--- src/rtl/mmio_timer_pkg.sv ---
// Shared register map, CTRL field positions and bus helpers for the memory-mapped timer.
package mmio_timer_pkg;

    localparam logic [1:0] REG_CTRL    = 2'd0;
    localparam logic [1:0] REG_COUNT   = 2'd1;
    localparam logic [1:0] REG_COMPARE = 2'd2;
    localparam logic [1:0] REG_STATUS  = 2'd3;

    localparam int CTRL_EN          = 0;
    localparam int CTRL_AUTO_RELOAD = 1;
    localparam int CTRL_IRQ_EN      = 2;
    localparam int CTRL_PSC_LSB     = 8;

    typedef struct packed {
        logic irq_en;
        logic auto_reload;
        logic en;
    } ctrl_t;

    // Lane-wise store merge: lanes with be[i]=0 keep the old byte.
    function automatic logic [31:0] byte_merge(input logic [31:0] old_val,
                                               input logic [31:0] wdata,
                                               input logic [3:0]  be);
        logic [31:0] res;
        res = old_val;
        for (int i = 0; i < 4; i++)
            if (be[i]) res[8*i +: 8] = wdata[8*i +: 8];
        return res;
    endfunction

endpackage

--- src/rtl/timer_prescaler.sv ---
// Divides the clock by PRESCALE+1; TICK pulses on the cycle the divider rolls over.
module timer_prescaler #(
    parameter int PSC_W = 8
) (
    input  logic             CLK,
    input  logic             RST,
    input  logic             EN,
    input  logic [PSC_W-1:0] PRESCALE,
    output logic             TICK
);

    logic [PSC_W-1:0] psc_cnt;

    assign TICK = EN && (psc_cnt == PRESCALE);

    always_ff @(posedge CLK or negedge RST) begin
        if (!RST)
            psc_cnt <= '0;
        else if (!EN || TICK)
            psc_cnt <= '0;
        else
            psc_cnt <= psc_cnt + 1'b1;
    end

endmodule

--- src/rtl/mmio_timer.sv ---
// Memory-mapped 32-bit timer: 16-byte register window, prescaled counter,
// sticky compare match and level interrupt.
module mmio_timer
    import mmio_timer_pkg::*;
#(
    parameter logic [31:0] BASE_ADDR = 32'h1000_0000,
    parameter int          PSC_W     = 8
) (
    input  logic        CLK,
    input  logic        RST,
    input  logic        CEN,
    input  logic        WEN,
    input  logic [31:0] ADDR,
    input  logic [3:0]  BYTE_SEL,
    input  logic [31:0] SDATA,
    output logic [31:0] LDATA,
    output logic        IRQ
);

    ctrl_t            ctrl;
    logic [PSC_W-1:0] prescale;
    logic [31:0]      count;
    logic [31:0]      compare;
    logic             match;

    logic        sel, wr, rd;
    logic [1:0]  idx;
    logic        wr_ctrl, wr_count, wr_compare, w1c;
    logic [31:0] ctrl_word, ctrl_wdata;
    logic        en_eff, tick, hit, match_set;
    logic        unused_bits;

    assign sel = CEN && (ADDR[31:4] == BASE_ADDR[31:4]);
    assign idx = ADDR[3:2];
    assign wr  = sel && WEN;
    assign rd  = sel && !WEN;

    assign wr_ctrl    = wr && (idx == REG_CTRL);
    assign wr_count   = wr && (idx == REG_COUNT);
    assign wr_compare = wr && (idx == REG_COMPARE);
    assign w1c        = wr && (idx == REG_STATUS) && BYTE_SEL[0] && SDATA[0];

    always_comb begin
        ctrl_word = '0;
        ctrl_word[CTRL_EN]          = ctrl.en;
        ctrl_word[CTRL_AUTO_RELOAD] = ctrl.auto_reload;
        ctrl_word[CTRL_IRQ_EN]      = ctrl.irq_en;
        ctrl_word[CTRL_PSC_LSB +: PSC_W] = prescale;
    end

    assign ctrl_wdata = byte_merge(ctrl_word, SDATA, BYTE_SEL);

    // A store that clears EN must stop the prescaler on that same edge.
    assign en_eff = ctrl.en && !(wr_ctrl && !ctrl_wdata[CTRL_EN]);

    timer_prescaler #(.PSC_W(PSC_W)) u_psc (
        .CLK      (CLK),
        .RST      (RST),
        .EN       (en_eff),
        .PRESCALE (prescale),
        .TICK     (tick)
    );

    // A COUNT store suppresses both the increment and the compare in its cycle.
    assign hit       = (count == compare);
    assign match_set = tick && !wr_count && hit;

    always_ff @(posedge CLK or negedge RST) begin
        if (!RST) begin
            ctrl     <= '0;
            prescale <= '0;
            count    <= '0;
            compare  <= '0;
            match    <= 1'b0;
        end else begin
            if (wr_ctrl) begin
                ctrl.en          <= ctrl_wdata[CTRL_EN];
                ctrl.auto_reload <= ctrl_wdata[CTRL_AUTO_RELOAD];
                ctrl.irq_en      <= ctrl_wdata[CTRL_IRQ_EN];
                prescale         <= ctrl_wdata[CTRL_PSC_LSB +: PSC_W];
            end
            if (wr_compare)
                compare <= byte_merge(compare, SDATA, BYTE_SEL);
            if (wr_count)
                count <= byte_merge(count, SDATA, BYTE_SEL);
            else if (tick)
                count <= (hit && ctrl.auto_reload) ? 32'd0 : count + 32'd1;
            if (match_set)
                match <= 1'b1;
            else if (w1c)
                match <= 1'b0;
        end
    end

    always_comb begin
        LDATA = '0;
        if (rd) begin
            case (idx)
                REG_CTRL:    LDATA = ctrl_word;
                REG_COUNT:   LDATA = count;
                REG_COMPARE: LDATA = compare;
                default:     LDATA = {31'd0, match};
            endcase
        end
    end

    assign IRQ = match && ctrl.irq_en;

    assign unused_bits = ^{ADDR[1:0], ctrl_wdata};

endmodule

--- config.mk ---
export PLATFORM = sky130hd
export DESIGN_NAME = mmio_timer
export DESIGN_NICKNAME = d
export VERILOG_FILES = /design/src/rtl/mmio_timer_pkg.sv /design/src/rtl/timer_prescaler.sv /design/src/rtl/mmio_timer.sv
export SDC_FILE = /design/constraint.sdc
export NUM_CORES = 1
export LEC_CHECK = 0
export CORE_MARGIN = 2
export CORE_UTILIZATION = 24
export CTS_CLUSTER_DIAMETER = 40
export DETAILED_ROUTE_END_ITERATION = 6
export RECOVER_POWER = 100
export SYNTH_ARGS = -nofsm -noshare
export SYNTH_HDL_FRONTEND = slang
export SYNTH_SLANG_ARGS = --single-unit
--- constraint.sdc ---
create_clock -name CLK -period 3.3 [get_ports CLK]
set_input_delay 0.99 -clock CLK [delete_from_list [all_inputs] [get_ports CLK]]
set_output_delay 0.99 -clock CLK [all_outputs]
set_load 0.01 [all_outputs]
==> impl_metrics.json, run 1 <==
{
  "r2r-end": "count[0]$_DFFE_PN0P_",
  "ir_worst_vdd_mv": 0.2485,
  "critPathMaxFanout": 2,
  "gr-total-overflow": 0,
  "cts_root_buf": "clkbuf_16",
  "postCtsHoldBufs": 0,
  "timing.rr.start": "count[15]$_DFFE_PN0P_",
  "p_per_area_nw_per_um2": 290.1,
  "netlist_instances": 595,
  "start_util_pct": 24.30,
  "syn_area_um2": 5485,
  "rsz0062_at_grt": "yes",
  "hp-class": "flip-flop to flip-flop",
  "fin_ws_ns": -0.4327,
  "crit_end": "LDATA[19]",
  "ios": 105,
  "drtIter0Drc": 398,
  "yosysSeqAreaShare_pct": 38.32,
  "vias": 5331,
  "final_cell_area_um2": 8157,
  "drv_slew": 0,
  "max_freq_ghz": 0.2679,
  "finalWirelength_um": 19280,
  "cts_tree": "done",
  "yosysWarningCount": 0,
  "antenna_found_initial": 0,
  "cp.arrival_ns": 2.74,
  "setup_viol": 32,
  "final_hold_viol_count": 0,
  "violations": "negative setup slack",
  "ys.flop_type": "dfrtp_1",
  "hpwlAfterDp_um": 14380,
  "htreeDepth": 3,
  "syn_nets": 669,
  "via_per_inst": 5.131,
  "crit_path_start_kind": "primary input",
  "cp.required_ns": 2.31,
  "area_growth_pct": 48.70,
  "fp.dieH_um": 155.2,
  "die_w_um": 155.2,
  "drive_gt1_share_pct": 32.76,
  "clockBufferDepth": 2,
  "n_antenna_cell": 0,
  "syn_area_per_cell_um2": 9.219,
  "drcViolationCount": 0,
  "grtUsageTotal_pct": 16.12,
  "cts_made_buffers": 9,
  "ant_nets": 0,
  "critical_path_class": "primary input to output port",
  "dpl_cell_area_um2": 7403,
  "whs_ns": 0.5362,
  "critical_path.endpoint_type": "output port",
  "die-area_um2": 24080,
  "max_cap_violations": 0,
  "synth_edf_count": 0,
  "nets": 823,
  "fillCellCount": 2293,
  "critPathLaunch": "ADDR[14]",
  "timing.final.crit_share_pct": 113.1,
  "gp_congestion": 0.9179,
  "worst_pin_slew_ns": 1.171,
  "rows": 55,
  "drtPass1Iterations": 5,
  "r2r_slack_ns": 0.29,
  "async_flop_share_pct": 100.0,
  "relSlewSlack_pct": 21.96,
  "cts.sinks": 84,
  "grt_pass1_vias": 5268,
  "fin_worst_skew_ns": 0.01184,
  "grt_max_degree": 45,
  "synth_cell_types": 53,
  "outcome": "complete, but fails checks",
  "grt_pass1_wl_um": 30100,
  "ys_ff_latch": 84,
  "fin_crit_ns": 3.733,
  "portBuffers": 102,
  "reg2regPathDepth": 6,
  "core-area_um2": 22570,
  "wl_per_cell_um": 18.56,
  "clk_latency_ns": 0.35,
  "p_leak_nw": 3.508,
  "clk_pin_slew_ns": 0.07
}
## sequential cells by signal, summed over array words and instances, names as in the netlist
name           count
count             32
ctrl               3
match              1
compare           32
prescale           8
u_psc.psc_cnt      8
## layout by cell type (no fill, tap or decap), types with 14 or more instances in the layout
cell type and n:
dfrtp_1 84, buf_6 50, xor2_1 45, mux2_2 43, buf_4 41, nor2_1 40, clkdlybuf4s50_1 37, a21oi_1 32
a22oi_1 30, nor2_4 30, inv_1 26, nand3_1 21, nor4_1 19, nand2_1 19, o22ai_1 18, nand4_1 14
o21ai_0 14
## cell families after synthesis
kind of cell,count (synthesis),share of synthesized area [%]
adder cells (fa/ha/maj),2,0.4561
AND/OR/NAND/NOR,208,20.42
XOR/XNOR,46,7.345
multiplexers,55,11.25
AO/OA/AOI/OAI,140,17.91
buffers and inverters,60,4.311
flip-flops,84,38.32
## per-stage QoR
| stage | TNS (ns) | instances | setup WS [ns] | util [%] | total power [mW] |
|---|---|---|---|---|---|
| floorplan | 0 | 595 | 0.006133 | - | 1.079 |
| global placement | -29.22 | 991 | -0.9095 | 32.80 | 1.239 |
| detailed placement | -30.58 | 991 | -0.9389 | 32.80 | 1.239 |
| CTS | -18.46 | 1036 | -0.4720 | 36.04 | 2.377 |
| global route | -12.86 | 1039 | -0.5299 | 36.14 | 2.435 |
| finish | -7.913 | 1039 | -0.4327 | 36.14 | 2.366 |
## critical path, cell delays in order
cell and delay [ns]:
buf_8 0.10, nor4_4 0.28, nand4_1 0.16, or3_4 0.41
buf_12 0.15, buf_16 0.12, buf_8 0.11, buf_6 0.11
buf_6 0.11, nor2_4 0.09, buf_6 0.10
## area by class of cell
type	count	area (um^2)	area share, %
multi-input combinational	451	3556	43.60
tap	285	356.6	4.372
clock buffer	9	225.2	2.761
sequential	84	2102	25.77
inverter	26	97.59	1.197
clock inverter	7	106.4	1.304
timing repair buffer	177	1713	21.00
## cell usage after synthesis (all sizes together), types with 18 or more instances
library cell   n  area (um^2)
dfrtp         84         2102
nor2          71        266.5
xor2          45        394.1
mux2          43        484.2
a21oi         35        175.2
a22oi         30        225.2
clkbuf        27        101.4
inv           26        97.59
nor4          25        183.9
nand3         21        105.1
nand2         19        71.32
o22ai         18        112.6
## power by group
part	internal, mW	leakage (nW)	switching (mW)
Sequential	1.03	1.17	0.0000000169
Combinational	0.0941	2.17	0.0958
Clock	0.677	0.163	0.470
Total	1.80	3.51	0.566
## worst min-delay path by stage
stage                        startpoint             endpoint  slack (ns)  cells past startpoint
finish              ctrl[2]$_DFFE_PN0P_  ctrl[2]$_DFFE_PN0P_        0.54                      1
global route        ctrl[2]$_DFFE_PN0P_  ctrl[2]$_DFFE_PN0P_        0.56                      1
CTS                 ctrl[0]$_DFFE_PN0P_  ctrl[0]$_DFFE_PN0P_        0.53                      2
detailed placement  ctrl[0]$_DFFE_PN0P_  ctrl[0]$_DFFE_PN0P_        0.52                      2
global placement    ctrl[0]$_DFFE_PN0P_  ctrl[0]$_DFFE_PN0P_        0.51                      2
floorplan             match$_DFFE_PN0P_    match$_DFFE_PN0P_        0.47                      1
## routing by layer
layer | up-vias | GRT usage, % | routed length, um
li1 | 2537 | - | -
met1 | 2568 | 22.33 | 8867
met2 | 193 | 25.50 | 8840
met3 | 33 | 2.479 | 1043
met4 | 0 | 5.898 | 529
met5 | - | 0 | 0
## repair_timing
action	4_1_cts	5_1_grt
pin swaps	18	15
resized for setup	299	18
endpoints found under the setup margin	32	84
gates cloned	1	2
buffers inserted	29	7
(Power assumes the default switching activity.)
==> inputs of run 2 (changes only) <==
- CORE_MARGIN: 2 -> unset
- CORE_UTILIZATION: 24 -> 34
==> run 2 against run 1 <==
Against the previous run:
- the flow finishes with violations (max-capacitance violations, max-slew violations, negative setup slack)
- routed wire length shrank 2.4%
- design area shrank 4.9%
- worst hold slack gained 0.010 ns
- global-route usage grew 7.5 points
- combinational power shrank 8%
- via count grew 0.28%
- worst setup slack gained 0.15 ns
- critical path depth shrank 3
- largest cell class unchanged
- highest routed layer unchanged
==> impl_metrics.json, run 2 (synthesis results as in run 1) <==
{
  "switching_share_pct": 24.03,
  "grt_max_degree": 85,
  "max_cap_violations": 1,
  "ant_nets": 0,
  "die_w_um": 129.0,
  "top_layer": "met4",
  "finalWirelength_um": 18820,
  "relSlewSlack_pct": -41.65,
  "cts_root_buf": "clkbuf_16",
  "drtIter0Drc": 308,
  "crit_path_start_kind": "primary input",
  "clockBufferDepth": 2,
  "critical_path_class": "primary input to output port",
  "hp-start": "u_psc.psc_cnt[0]$_DFF_PN0_",
  "portBuffers": 102,
  "timing.rr.start": "count[12]$_DFFE_PN0P_",
  "setup_viol": 32,
  "dp_cells": 925,
  "die-area_um2": 16640,
  "pwr-share-seq_pct": 48.2,
  "drive_gt1_share_pct": 29.54,
  "critical_path.endpoint_type": "output port",
  "power.switching_mw": 0.5133,
  "hp-class": "flip-flop to flip-flop",
  "p_leak_nw": 3.329,
  "final_hold_viol_count": 0,
  "fin_ws_ns": -0.2850,
  "htreeDepth": 3,
  "hpwlAfterDp_um": 13630,
  "reg.largest.list": "compare: 32 flops, count: 32 flops",
  "p_total_mw": 2.137,
  "wl_met2_um": 8840,
  "fin_cells": 954,
  "rsz0062_at_grt": "yes",
  "postCtsHoldBufs": 0,
  "critPathLaunch": "ADDR[4]",
  "grtUsageTotal_pct": 23.62,
  "ios": 105,
  "timing.final.crit_share_pct": 108.6,
  "dpl_cell_area_um2": 7340,
  "final_cell_mix": "dfrtp_1 (84), xor2_1 (45), mux2_2 (43)",
  "drt-met1-wl_um": 8384,
  "final_cell_area_um2": 7759,
  "cts.sinks": 84,
  "cp.required_ns": 2.31,
  "start_util_pct": 34.66,
  "clk_latency_ns": 0.34,
  "worst_pin_slew_ns": 2.125,
  "nets": 807,
  "clockPowerShare_pct": 43.7,
  "rows": 46,
  "n_antenna_cell": 0,
  "gr-total-overflow": 0,
  "combPwrFrac_pct": 8.1,
  "vias": 5346,
  "p_int_mw": 1.623,
  "fillCellCount": 1452,
  "cp.arrival_ns": 2.59,
  "violations": "max-capacitance violations, max-slew violations, negative setup slack",
  "outcome": "complete, but fails checks",
  "area_growth_pct": 41.45,
  "cts_made_buffers": 9,
  "fin_crit_ns": 3.585,
  "finalSetupTns_ns": -7.809,
  "fin_worst_skew_ns": 0.007439,
  "dpl_worst_slack_ns": -0.9568,
  "grt_pass1_vias": 5334,
  "wl_met3_um": 1070,
  "antenna_found_initial": 0,
  "grt_pass1_wl_um": 29730,
  "cts_tree": "done",
  "clk_pin_slew_ns": 0.06,
  "gp_congestion": 0.9589,
  "layout_commonest_cell": "dfrtp_1",
  "critPathMaxFanout": 7,
  "ir_worst_vdd_mv": 0.2170,
  "wl_per_cell_um": 19.73,
  "via_per_inst": 5.604,
  "p_per_area_nw_per_um2": 275.4,
  "drtPass1Iterations": 5,
  "core-area_um2": 15830,
  "max_freq_ghz": 0.2789,
  "fp.dieH_um": 129.0,
  "drv_slew": 85,
  "drcViolationCount": 0
}
## run 2: changes by cell type in the layout (fill, tap and decap cells not counted), sizes merged
| cell | change |
|---|---|
| clkdlybuf4s50 | +1 |
| clkdlybuf4s25 | -1 |
| inv | -3 |
| clkdlybuf4s15 | +1 |
| clkbuf | +5 |
| clkinv | +1 |
| buf | -20 |
| dlygate4sd2 | -1 |
| bufinv | -2 |
| clkinvlp | +3 |
## run 2: path summary, 6_finish.rpt
kind / to / slack [ns] / depth (start not counted)
max reg2reg: count[0]$_DFFE_PN0P_ / 0.39 / 6
max in group asynchronous: compare[1]$_DFFE_PN0P_ / 0.68 / 2
min reg2reg: u_psc.psc_cnt[0]$_DFF_PN0_ / 0.55 / 1
max: LDATA[24] / -0.28 / 8
min: u_psc.psc_cnt[0]$_DFF_PN0_ / 0.55 / 1
min in group asynchronous: compare[19]$_DFFE_PN0P_ / 1.38 / 2
## run 2: layer usage
metal  vias to the layer above  track usage [%]
met5                         -                0
met4                         0            9.550
met3                        25            2.808
met2                       188            38.95
met1                      2639            31.58
li1                       2494                -
## run 2: worst max-delay path: stages
cell,delay [ns]
buf_2,0.13
nor4_4,0.29
nand4_1,0.16
or3_4,0.49
buf_12,0.17
buf_12,0.14
nor2_4,0.10
buf_6,0.10
## run 2: cell type report
| type | count | area (um^2) | area share, % |
|---|---|---|---|
| repair buffers | 161 | 1551 | 20.00 |
| clock inverters | 6 | 41.29 | 0.5322 |
| multi-input cells | 451 | 3467 | 44.69 |
| well taps | 216 | 270.3 | 3.483 |
| inverters | 26 | 97.59 | 1.258 |
| clock buffers | 10 | 229.0 | 2.951 |
| flip-flops and latches | 84 | 2102 | 27.09 |
## run 2: per-stage QoR
stage / hold WS [ns] / utilization (%)
6_report: 0.5462 / 49.02
5_1_grt: 0.5785 / 49.02
4_1_cts: 0.5452 / 49.27
3_5_place_dp: 0.5244 / 46.37
3_3_place_gp: 0.5145 / 46.37
2_1_floorplan: 0.4748 / -
## run 2: power groups by stage
| stage | clock (mW) | combinational, mW | sequential (mW) |
|---|---|---|---|
| 2_1_floorplan | 0 | 0.0303 | 1.05 |
| 5_1_grt | 0.991 | 0.187 | 1.03 |
| 3_3_place_gp | 0 | 0.182 | 1.05 |
| 4_1_cts | 0.950 | 0.177 | 1.03 |
| 6_report | 0.933 | 0.174 | 1.03 |
| 3_5_place_dp | 0 | 0.184 | 1.05 |
## run 2: repair_timing
item / in CTS / in global routing
gates resized for setup: 277 / 18
pin swaps: 41 / 8
cloned: 3 / 0
setup endpoints to repair: 32 / 32
setup buffers: 10 / 1
